File: config.mk
export PLATFORM = sky130hd
export DESIGN_NAME = instr_fetch_unit_flat
export DESIGN_NICKNAME = d
export VERILOG_FILES = /design/src/rtl/instr_fetch_unit_if.sv /design/src/rtl/instr_fetch_unit.sv /design/src/flat_wrapper.sv
export SDC_FILE = /design/constraint.sdc
export NUM_CORES = 1
export LEC_CHECK = 0
export CAP_MARGIN = 20
export CORE_UTILIZATION = 41
export CTS_BUF_LIST = sky130_fd_sc_hd__clkbuf_8 sky130_fd_sc_hd__clkbuf_16
export CTS_CLUSTER_DIAMETER = 120
export CTS_CLUSTER_SIZE = 14
export DETAILED_ROUTE_END_ITERATION = 7
export GPL_TIMING_DRIVEN = 0
export PLACE_DENSITY = 0.87
export SETUP_SLACK_MARGIN = 0.4
export SLEW_MARGIN = 30
export SYNTH_ARGS = -nofsm -noshare
export SYNTH_HDL_FRONTEND = slang
export SYNTH_SLANG_ARGS = --single-unit
File: constraint.sdc
create_clock -name CLK -period 2.6 [get_ports CLK]
set_input_delay 0.52 -clock CLK [delete_from_list [all_inputs] [get_ports CLK]]
set_output_delay 0.52 -clock CLK [all_outputs]
set_load 0.02 [all_outputs]
File: src/rtl/instr_fetch_unit_if.sv
// Handshake bundle between the fetch unit and its neighbours:
// program counter, instruction memory, decode and the branch unit.
interface instr_fetch_unit_if #(
  parameter int unsigned AddressWidth = 12,
  parameter int unsigned InstrWidth   = 16
);
  logic [AddressWidth-1:0] PCValue;
  logic                    PCEnable;
  logic                    PCLoadEnable;
  logic [AddressWidth-1:0] PCLoadData;
  logic                    MemReq;
  logic [AddressWidth-1:0] MemAddr;
  logic                    MemAck;
  logic [InstrWidth-1:0]   MemData;
  logic                    InstrValid;
  logic [InstrWidth-1:0]   Instr;
  logic [AddressWidth-1:0] InstrAddr;
  logic                    InstrReady;
  logic                    BranchTaken;
  logic [AddressWidth-1:0] BranchTarget;

  modport master (
    input  PCValue, MemAck, MemData, InstrReady, BranchTaken, BranchTarget,
    output PCEnable, PCLoadEnable, PCLoadData, MemReq, MemAddr,
           InstrValid, Instr, InstrAddr
  );

  modport slave (
    output PCValue, MemAck, MemData, InstrReady, BranchTaken, BranchTarget,
    input  PCEnable, PCLoadEnable, PCLoadData, MemReq, MemAddr,
           InstrValid, Instr, InstrAddr
  );
endinterface

File: src/rtl/instr_fetch_unit.sv
// Fetch stage: one outstanding instruction read, a 2-entry instruction
// queue for decode, and PC increment/redirect control.
module instr_fetch_unit #(
  parameter int unsigned AddressWidth = 12,
  parameter int unsigned InstrWidth   = 16
) (
  input logic               CLK,
  input logic               Reset,
  instr_fetch_unit_if.master bus
);

  typedef enum logic [1:0] {IDLE, WAIT_MEM, FLUSH} state_t;

  state_t                  r_state;
  logic                    r_mem_req;
  logic [AddressWidth-1:0] r_mem_addr;
  logic [InstrWidth-1:0]   r_q_instr [2];
  logic [AddressWidth-1:0] r_q_addr  [2];
  logic                    r_wr_ptr;
  logic                    r_rd_ptr;
  logic [1:0]              r_count;

  logic                    w_push;
  logic                    w_pop;
  logic                    w_pc_en;
  logic                    w_pc_load;
  logic [AddressWidth-1:0] w_pc_data;

  // A redirect in the ack cycle wins: the data is dropped and the PC loads the target.
  assign w_push = (r_state == WAIT_MEM) && bus.MemAck && !bus.BranchTaken;
  assign w_pop  = (r_count != 2'd0) && bus.InstrReady;

  always_comb begin
    w_pc_en   = 1'b0;
    w_pc_load = 1'b0;
    w_pc_data = '0;
    if (Reset) begin
      if (bus.BranchTaken) begin
        w_pc_en   = 1'b1;
        w_pc_load = 1'b1;
        w_pc_data = bus.BranchTarget;
      end else if (w_push) begin
        w_pc_en = 1'b1;
      end
    end
  end

  always_ff @(posedge CLK or negedge Reset) begin
    if (!Reset) begin
      r_state    <= IDLE;
      r_mem_req  <= 1'b0;
      r_mem_addr <= '0;
    end else begin
      case (r_state)
        IDLE: begin
          if (!bus.BranchTaken && (r_count < 2'd2)) begin
            r_mem_req  <= 1'b1;
            r_mem_addr <= bus.PCValue;
            r_state    <= WAIT_MEM;
          end
        end
        WAIT_MEM: begin
          if (bus.MemAck) begin
            r_mem_req <= 1'b0;
            r_state   <= IDLE;
          end else if (bus.BranchTaken) begin
            r_state <= FLUSH;
          end
        end
        FLUSH: begin
          if (bus.MemAck) begin
            r_mem_req <= 1'b0;
            r_state   <= IDLE;
          end
        end
        default: begin
          r_mem_req <= 1'b0;
          r_state   <= IDLE;
        end
      endcase
    end
  end

  always_ff @(posedge CLK or negedge Reset) begin
    if (!Reset) begin
      r_wr_ptr <= 1'b0;
      r_rd_ptr <= 1'b0;
      r_count  <= 2'd0;
    end else if (bus.BranchTaken) begin
      r_wr_ptr <= 1'b0;
      r_rd_ptr <= 1'b0;
      r_count  <= 2'd0;
    end else begin
      if (w_push) r_wr_ptr <= ~r_wr_ptr;
      if (w_pop)  r_rd_ptr <= ~r_rd_ptr;
      case ({w_push, w_pop})
        2'b10:   r_count <= r_count + 2'd1;
        2'b01:   r_count <= r_count - 2'd1;
        default: r_count <= r_count;
      endcase
    end
  end

  // Payload storage needs no reset; InstrValid qualifies it.
  always_ff @(posedge CLK) begin
    if (w_push) begin
      r_q_instr[r_wr_ptr] <= bus.MemData;
      r_q_addr[r_wr_ptr]  <= r_mem_addr;
    end
  end

  assign bus.MemReq       = r_mem_req;
  assign bus.MemAddr      = r_mem_addr;
  assign bus.InstrValid   = (r_count != 2'd0);
  assign bus.Instr        = r_q_instr[r_rd_ptr];
  assign bus.InstrAddr    = r_q_addr[r_rd_ptr];
  assign bus.PCEnable     = w_pc_en;
  assign bus.PCLoadEnable = w_pc_load;
  assign bus.PCLoadData   = w_pc_data;

endmodule

File: src/flat_wrapper.sv
// flat-port wrapper written by rule: the top's interface ports become plain ports
module instr_fetch_unit_flat 
#(
  parameter int unsigned AddressWidth = 12,
  parameter int unsigned InstrWidth   = 16
)
  (CLK, Reset, bus_PCValue, bus_MemAck, bus_MemData, bus_InstrReady, bus_BranchTaken, bus_BranchTarget, bus_PCEnable, bus_PCLoadEnable, bus_PCLoadData, bus_MemReq, bus_MemAddr, bus_InstrValid, bus_Instr, bus_InstrAddr);
  instr_fetch_unit_if #(.AddressWidth(AddressWidth), .InstrWidth(InstrWidth)) bus_i ();
  input logic CLK;
  input logic Reset;
  input wire logic [$bits(bus_i.PCValue)-1:0] bus_PCValue;
  input wire logic [$bits(bus_i.MemAck)-1:0] bus_MemAck;
  input wire logic [$bits(bus_i.MemData)-1:0] bus_MemData;
  input wire logic [$bits(bus_i.InstrReady)-1:0] bus_InstrReady;
  input wire logic [$bits(bus_i.BranchTaken)-1:0] bus_BranchTaken;
  input wire logic [$bits(bus_i.BranchTarget)-1:0] bus_BranchTarget;
  output wire logic [$bits(bus_i.PCEnable)-1:0] bus_PCEnable;
  output wire logic [$bits(bus_i.PCLoadEnable)-1:0] bus_PCLoadEnable;
  output wire logic [$bits(bus_i.PCLoadData)-1:0] bus_PCLoadData;
  output wire logic [$bits(bus_i.MemReq)-1:0] bus_MemReq;
  output wire logic [$bits(bus_i.MemAddr)-1:0] bus_MemAddr;
  output wire logic [$bits(bus_i.InstrValid)-1:0] bus_InstrValid;
  output wire logic [$bits(bus_i.Instr)-1:0] bus_Instr;
  output wire logic [$bits(bus_i.InstrAddr)-1:0] bus_InstrAddr;
  assign bus_i.PCValue = bus_PCValue;
  assign bus_i.MemAck = bus_MemAck;
  assign bus_i.MemData = bus_MemData;
  assign bus_i.InstrReady = bus_InstrReady;
  assign bus_i.BranchTaken = bus_BranchTaken;
  assign bus_i.BranchTarget = bus_BranchTarget;
  assign bus_PCEnable = bus_i.PCEnable;
  assign bus_PCLoadEnable = bus_i.PCLoadEnable;
  assign bus_PCLoadData = bus_i.PCLoadData;
  assign bus_MemReq = bus_i.MemReq;
  assign bus_MemAddr = bus_i.MemAddr;
  assign bus_InstrValid = bus_i.InstrValid;
  assign bus_Instr = bus_i.Instr;
  assign bus_InstrAddr = bus_i.InstrAddr;
  instr_fetch_unit #(.AddressWidth(AddressWidth), .InstrWidth(InstrWidth)) u_core (.CLK(CLK), .Reset(Reset), .bus(bus_i));
endmodule
======== After elaboration in Yosys (flattened, before gate mapping) ========
Memories as Yosys holds them, arrays and structs flattened.
Cells that the tools add are included.
word-level totals
  memories ................................ 2
  register bits after elaboration ......... 19
  RAM bits ................................ 56
  output and inout bits ................... 56
cells by class
  mux-type cells .......................... 22
  add/sub/neg operators ................... 2
  reductions and logical operators ........ 14
  $lt $le $gt $ge ......................... 1
  bitwise operators ....................... 2
  equality and inequality tests ........... 8
memory list
  memory            words  width  read ports  clocked after Yosys merged registers in  wr ports  line                    text
  u_core.r_q_instr  2      16     1           0                                        1         instr_fetch_unit.sv:17  logic [InstrWidth-1:0] r_q_instr [2];
  u_core.r_q_addr   2      12     1           0                                        1         instr_fetch_unit.sv:18  logic [AddressWidth-1:0] r_q_addr [2];
operators with widths
  operator                                                            count
  12-bit two-way mux                                                  2
  1-bit two-way mux                                                   12
  2-bit two-way mux                                                   5
  2-bit case mux with 3 select lines                                  1
  2-bit nonzero test                                                  3
  2-bit by 1-bit == test with 1-bit output, second input constant     2
  2-bit == test, second input constant                                2
  1-bit logical AND                                                   4
  2-bit by 1-bit != test with 1-bit output, second input constant     2
  2-bit case mux with 2 select lines                                  1
  2-bit AND reduction                                                 2
  3-bit != test, second input constant                                1
  3-bit AND reduction                                                 1
  3-bit nonzero test                                                  1
  2-bit by 1-bit adder with 2-bit output, second input constant       1
  2-bit zero test                                                     1
  2-bit less-than comparator, second input constant                   1
  2-bit != test, second input constant                                1
  1-bit inverter                                                      2
  1-bit case mux with 2 select lines                                  1
  2-bit OR reduction                                                  1
  2-bit by 1-bit subtractor with 2-bit output, second input constant  1
  1-bit zero test                                                     1

======== Depth between registers and ports, before layout ========
Gate-level depths: netlist of run 1.
  word-level depth ........................ 6
  mapped depth ............................ 5
  gate-level depth less buffers ........... 5

======== Worst setup path before layout of run 1 ========
No wires, ideal clock.
  path type ............................... reg2reg
  start point ............................. reg u_core.r_state[1]
  end point ............................... mem u_core.r_q_addr[0][0] (enable)
  data arrival time ....................... 2.226 ns
  stages on the path, launching flop included .. 6
  data required time ...................... 2.187 ns
  path slack .............................. -0.039 ns
  cells stage by stage .................... dfrtp_1 > inv_1 > ha_1 > nand2_2 > or2_1 > nor2_1
on the way
  cells in the longest elaborated chain, start to end .. 5
ends and longest elaborated chain
  element                                   line                     text
  start: declaration                        instr_fetch_unit.sv:14   state_t r_state;
  start signal: assignment                  instr_fetch_unit.sv:50   r_state <= IDLE;
  start signal: assignment                  instr_fetch_unit.sv:59   r_state <= WAIT_MEM;
  start signal: assignment                  instr_fetch_unit.sv:65   r_state <= IDLE;
  2-bit by 1-bit == test with 1-bit output  instr_fetch_unit.sv:30   assign w_push = (r_state == WAIT_MEM) && bus.MemAck && !bus.BranchTaken;
  1-bit logical AND (2 in a row)            instr_fetch_unit.sv:30
  1-bit two-way mux                         instr_fetch_unit.sv:106  if (w_push) begin
  1-bit two-way mux (implied by the code)   instr_fetch_unit.sv:108  r_q_addr[r_wr_ptr] <= r_mem_addr;
  end: declaration                          instr_fetch_unit.sv:18
Every way passes these cells.

======== Worst setup path after layout of run 1 ========
  start point ............................. reg u_core.r_rd_ptr
  end point ............................... out bus_Instr[12]
on the way
  cells in the longest elaborated chain, start to end .. 1
ends and longest elaborated chain
  element                   line                    text
  start: declaration        instr_fetch_unit.sv:20  logic r_rd_ptr;
  start signal: assignment  instr_fetch_unit.sv:95  if (w_pop) r_rd_ptr <= ~r_rd_ptr;
  memory 2 x 16 bit         -
  end: declaration          flat_wrapper.sv:23      output wire logic [$bits(bus_i.Instr)-1:0] bus_Instr;
Every way passes these cells.

==> results of run 1 <==
-- logic make-up (layout without fill, tap and decap cells) --
logic type	after synthesis	in the layout	share of synthesized area (%)
flip-flops	75	75	70.2
multiplexers	40	40	14.7
AND/OR/NAND/NOR	35	35	7.61
AO/OA/AOI/OAI	14	14	3.14
buffers and inverters	12	138	2.20
adder cells (fa/ha/maj)	4	4	1.63
XOR/XNOR	2	2	0.570
-- synthesized netlist by cell type (all sizes together) --
cell    count  share of area (%)
nor3        1               0.16
inv         4               0.49
clkbuf      2               0.24
o211ai      1               0.24
xor2        1               0.29
nor2b       1               0.20
or3         2               0.45
or4b        1               0.33
and3       12                2.4
edfxtp     56                 55
and3b       2               0.65
o22a        1               0.29
dfrtp      19                 15
a31oi       3               0.61
ha          4                1.6
nor3b       1               0.61
o21ai       3               0.49
or2         3               0.61
mux2       40                 15
xnor2       1               0.29
o221a       1               0.37
a21oi       2               0.33
a211o       1               0.33
or2b        1               0.24
and2        1               0.20
a21boi      1               0.24
and2b       2               0.57
nor2        4               0.49
buf         6                1.5
nand2       3               0.45
nand2b      1               0.20
o31ai       1               0.24
-- worst min path at each step --
stage | end | start
2_1_floorplan | u_core.bus.MemAddr[0]$_DFFE_PN0P_ | Reset
3_3_place_gp | u_core.r_q_addr[0][1]$_DFFE_PP_ | u_core.bus.MemAddr[1]$_DFFE_PN0P_
3_5_place_dp | u_core.r_q_addr[1][4]$_DFFE_PP_ | u_core.bus.MemAddr[4]$_DFFE_PN0P_
4_1_cts | u_core.bus.MemReq$_DFFE_PN0P_ | u_core.bus.MemReq$_DFFE_PN0P_
5_1_grt | u_core.r_q_addr[1][7]$_DFFE_PP_ | u_core.bus.MemAddr[7]$_DFFE_PN0P_
6_report | u_core.bus.MemReq$_DFFE_PN0P_ | u_core.bus.MemReq$_DFFE_PN0P_
-- per-stage QoR --
step / utilization (%) / area [um2] / std cells / total power [mW]
global route: 62.8 / 4550 / 407 / 4.04
floorplan: - / 3070 / 182 / 2.38
finish: 62.8 / 4550 / 407 / 3.85
detailed placement: 58.8 / 4260 / 383 / 3.01
global placement: 57.9 / 4200 / 381 / 2.92
CTS: 62.4 / 4520 / 406 / 3.85
-- routing by layer --
metal / part of all wire [%] / up-vias / global-route usage [%]
met5: 0 / - / 0
met4: 0.45 / 0 / 3.96
met3: 6.2 / 2 / 5.78
met2: 52 / 68 / 30.4
met1: 41 / 971 / 19.8
li1: - / 926 / -
-- state kept, by name, indices dropped and copies added (netlist names) --
| name | flops |
|---|---|
| u_core.r_rd_ptr | 1 |
| u_core.r_state | 2 |
| u_core.bus.MemAddr | 12 |
| u_core.bus.MemReq | 1 |
| u_core.r_count | 2 |
| u_core.r_q_instr | 32 |
| u_core.r_q_addr | 24 |
| u_core.r_wr_ptr | 1 |
-- timing repair --
action | 4_1_cts | 5_1_grt
hold endpoints to repair | 2 | 0
pin swaps | 1 | 1
cloned | 2 | 0
resized for setup | 81 | 36
setup buffers | 2 | 1
hold buffers | 3 | 0
endpoints found under the setup margin | 71 | 33
-- report_power, final --
group / leakage, nW / switching, mW / internal, mW
Sequential: 0.741 / 0.139 / 1.56
Combinational: 0.944 / 0.617 / 0.674
Clock: 0.101 / 0.423 / 0.442
Total: 1.79 / 1.18 / 2.68
-- layout make-up --
| cell class | instances | area (um2) | area share, % |
|---|---|---|---|
| Tap cell | 99 | 124 | 2.72 |
| Multi-Input combinational cell | 95 | 876 | 19.2 |
| Inverter | 4 | 15.0 | 0.330 |
| Sequential cell | 75 | 2160 | 47.4 |
| Clock buffer | 9 | 124 | 2.72 |
| Clock inverter | 7 | 68.8 | 1.51 |
| Timing Repair Buffer | 110 | 1110 | 24.4 |
| Buffer | 8 | 76.3 | 1.68 |
-- critical path, stage by stage (launching register included) --
cell and delay (ps):
dfrtp_1 360, buf_6 120, buf_8 120, bufbuf_16 250, mux2_2 340, buf_6 130
==> flow_summary.yaml, run 1 <==
outcome:
  status: "finished clean"
yosys:
  avgSynthCellArea_um2: 16.9
  netlist_instances: 182
  syn-cell-area_um2: 3070
  ys_seq_area_share_pct: 70.2
  synthDistinctLibCells: 37
  ys_ff_latch: 75
  ys_warn_count: 0
  syn_nets: 231
power_and_ir_drop:
  peakVddDrop_uv: 693
  p_per_area_nw_per_um2: 846
  total_leakage_power_nw: 1.79
floorplan:
  die-area_um2: 7850
  die_x_um: 88.6
  fp.coreArea_um2: 7250
  ioPinCount: 101
  initial_core_util_pct: 42.4
  dieHeight_um: 88.6
  rows: 31
sta:
  slew_headroom_pct: 59.4
  max_freq_ghz: 0.462
  setup_viol: 0
  final_max_slew_viol_count: 0
  finClkSkew_ps: 15.1
  finalCriticalPeriod_ps: 2160
  fin_tns_setup_ps: 0
  rsz0062_at_grt: "yes"
  fin_crit_sh_pct: 83.2
  setup_ws_ps: 437
  fin_hold_ws_ps: 502
  worstMarginPinSlew_ps: 608
  finalHoldViolations: 0
cells_and_area:
  final_cell_mix: "56 x edfxtp_1, 54 x clkdlybuf4s50_1, 40 x mux2_2, 25 x dlygate4sd2_1, 19 x dfrtp_1"
  layout.nets: 352
  num-fill-cells: 574
  syn_to_final_growth_pct: 48.2
  drive_gt1_share_pct: 33.4
  mostFrequentLayoutCell: "edfxtp_1"
  antennaDiodeCount: 0
clock_tree:
  cts-htree-levels: 3
  cts_tree: "built"
  cts.sinks: 75
  numCtsBuffers: 9
  clock_path_buffers: 2
  clock_latency_ps: 340
  root_buffer: "clkbuf_8"
  clkTransAtPathRegs_ps: 70
worst_hold_path:
  hold_depth: 1
  hold_path_class: "reg -> reg"
worst_setup_path:
  crit_end: "bus_Instr[12]"
  r2r_slack_ps: 750
  critPathKind: "reg -> out"
  reg2regPathDepth: 6
  r2r_start: "u_core.r_state[1]$_DFFE_PN0P_"
  worstPathRequired_ps: 2080
  crit_path_start: "u_core.r_rd_ptr$_DFFE_PN0P_"
  end_kind: "output port"
  arrival_ps: 1640
  cp_max_fo: 6
  startpoint_type: "flop"
  r2r_end: "u_core.r_q_instr[1][9]$_DFFE_PP_"
global_routing:
  grt_max_degree: 16
  antenna_found_initial: 0
  grt.total_usage_pct: 17.0
  grt.overflow.total: 0
  grt_pass1_vias: 1991
  grt_first_pass_wirelength_um: 9680
detailed_routing:
  num_vias: 1967
  drt_wl_total_um: 6600
  via_per_inst: 4.83
  firstDrtPassIters: 4
  drtIter0Drc: 39
  drc_errors: 0
  wl_per_cell_um: 16.2
  drtAntennaViolNets: 0
placed_design:
  post-place-ws_ps: -454
  port_buffers: 100
  place_congestion: 0.770
  dp_hpwl_um: 4460
job:
  cap_violations: 0
Power figures use the tool's default switching activity.
==> run 2, diff against run 1 <==
clock period = 1.92 ns   (was 2.6 ns; I/O delays follow)
==> run 2 against run 1 <==
Compared with the run above: the run now ends with negative setup slack left; non-clock buffer count rose by 25; global-route usage is 2.5 points higher; clock power is 55% higher; final area up 12%; critical path depth is the same; largest cell class unchanged.
==> flow_summary.yaml, run 2 (synthesized netlist as in run 1, its figures left out) <==
outcome:
  status: "complete, but fails checks"
  violations: "negative setup slack"
sta:
  finalHoldViolations: 0
  worstMarginPinSlew_ps: 483
  finalCriticalPeriod_ps: 1930
  fin_crit_sh_pct: 100
  rsz0062_at_grt: "yes"
  fin_hold_ws_ps: 101
  slew_headroom_pct: 67.8
  final_max_slew_viol_count: 0
  max_freq_ghz: 0.519
  fin_tns_setup_ps: -6.07
  setup_viol: 1
  setup_ws_ps: -6.07
  finClkSkew_ps: 5.22
global_routing:
  grt_pass1_vias: 2206
  grt.total_usage_pct: 19.5
  antenna_found_initial: 0
  grt_max_degree: 20
  grt.overflow.total: 0
  grt_first_pass_wirelength_um: 11000
placed_design:
  port_buffers: 100
  place_congestion: 0.778
  dp_hpwl_um: 4080
clock_tree:
  numCtsBuffers: 9
  clock_path_buffers: 2
  cts-htree-levels: 3
  cts_tree: "built"
  clock_latency_ps: 330
  clkTransAtPathRegs_ps: 80
  cts.sinks: 75
  root_buffer: "clkbuf_8"
worst_setup_path:
  end_kind: "output port"
  arrival_ps: 1540
  startpoint_type: "flop"
  crit_family: "buffers and inverters"
  cp_num_buf_inv: 4
  crit_chain: "buf_6 -> buf_12 -> buf_16 -> mux2_4 -> buf_6"
  crit_top_cell: "buf_6"
  worstPathRequired_ps: 1540
  critPathSlowestCell: "dfrtp_1"
  slowest_delay_ps: 390
  cp_max_fo: 7
  critPathKind: "reg -> out"
cells_and_area:
  mostFrequentLayoutCell: "edfxtp_1"
  drive_gt1_share_pct: 51.3
  final_util_pct: 70.4
  layout.nets: 379
  regMostFlops: "u_core.r_q_instr"
  final_cell_mix: "56 x edfxtp_1, 51 x buf_6, 37 x clkdlybuf4s50_1, 23 x buf_4, 21 x mux2_4"
  antennaDiodeCount: 0
  largest_reg_flops: 32
  syn_to_final_growth_pct: 66.2
floorplan:
  ioPinCount: 101
  rows: 31
  initial_core_util_pct: 42.4
  fp.coreArea_um2: 7250
  die_x_um: 88.6
  dieHeight_um: 88.6
  die-area_um2: 7850
detailed_routing:
  drt_wl_total_um: 7550
  num_vias: 2148
  drtAntennaViolNets: 0
  drtIter0Drc: 76
  via_per_inst: 4.95
  firstDrtPassIters: 4
  drc_errors: 0
  wl_per_cell_um: 17.4
power_and_ir_drop:
  p_per_area_nw_per_um2: 1160
  total_leakage_power_nw: 2.09
  peakVddDrop_uv: 676
worst_hold_path:
  hold_path_class: "in -> async"
job:
  cap_violations: 0
## run 2: where the power goes
part / switching (mW) / leakage, nW / internal (mW)
Sequential: 0.203 / 0.741 / 2.11
Combinational: 1.01 / 1.24 / 1.25
Clock: 0.575 / 0.114 / 0.770
## run 2: repair_timing
action | 4_1_cts | 5_1_grt
gates cloned | 6 | 0
buffers inserted | 25 | 5
gates resized for setup | 309 | 43
hold endpoints to repair | 19 | 0
setup endpoints to repair | 125 | 117
hold buffers | 1 | 0
pin swaps | 10 | 9
## run 2: final cells by class
type / instances / area [um2]
buffer: 8 / 97.6
multi-input combinational: 97 / 1060
tap: 99 / 124
clock inverter: 6 / 88.8
fill: 482 / 2140
sequential: 75 / 2160
inverter: 4 / 15.0
clock buffer: 10 / 138
timing repair buffer: 135 / 1430
## run 2: path summary, 6_finish.rpt
path                            depth (start not counted)                           endpoint  slack, ps                     startpoint
max in group asynchronous                               2  u_core.bus.MemAddr[5]$_DFFE_PN0P_       1490                          Reset
worst min register to register                          1      u_core.bus.MemReq$_DFFE_PN0P_        500  u_core.bus.MemReq$_DFFE_PN0P_
worst max-delay path                                    5                       bus_Instr[7]         -6    u_core.r_rd_ptr$_DFFE_PN0P_
worst min-delay path                                    2        u_core.r_wr_ptr$_DFFE_PN0P_        100                          Reset
min in group CLK                                        1      u_core.bus.MemReq$_DFFE_PN0P_        500  u_core.bus.MemReq$_DFFE_PN0P_
worst max register to register                          6    u_core.r_q_addr[0][2]$_DFFE_PP_        210  u_core.r_state[1]$_DFFE_PN0P_
## run 2: routing by layer
layer,global-route usage [%],up-vias,wire (um)
met4,7.92,0,85
met1,21.6,1062,2850
met2,36.2,92,4190
met5,0,-,0
met3,4.38,10,432
li1,-,984,-
## run 2: through the flow
stage / setup slack [ps] / instances / total power, mW / instance area, um2
final: -6.07 / 434 / 5.93 / 5110
after global placement: -1210 / 381 / 3.99 / 4230
after floorplan: 115 / 182 / 3.26 / 3100
after global routing: -60.4 / 434 / 6.17 / 5110
after detailed placement: -896 / 381 / 4.05 / 4220
after CTS: -8.66 / 429 / 5.78 / 4930
==> run 3, diff against run 2 <==
CTS_CLUSTER_SIZE = default   (was 14)
==> results of run 3 <==
The final DEF is identical to that of run 2; final timing and power are the same.
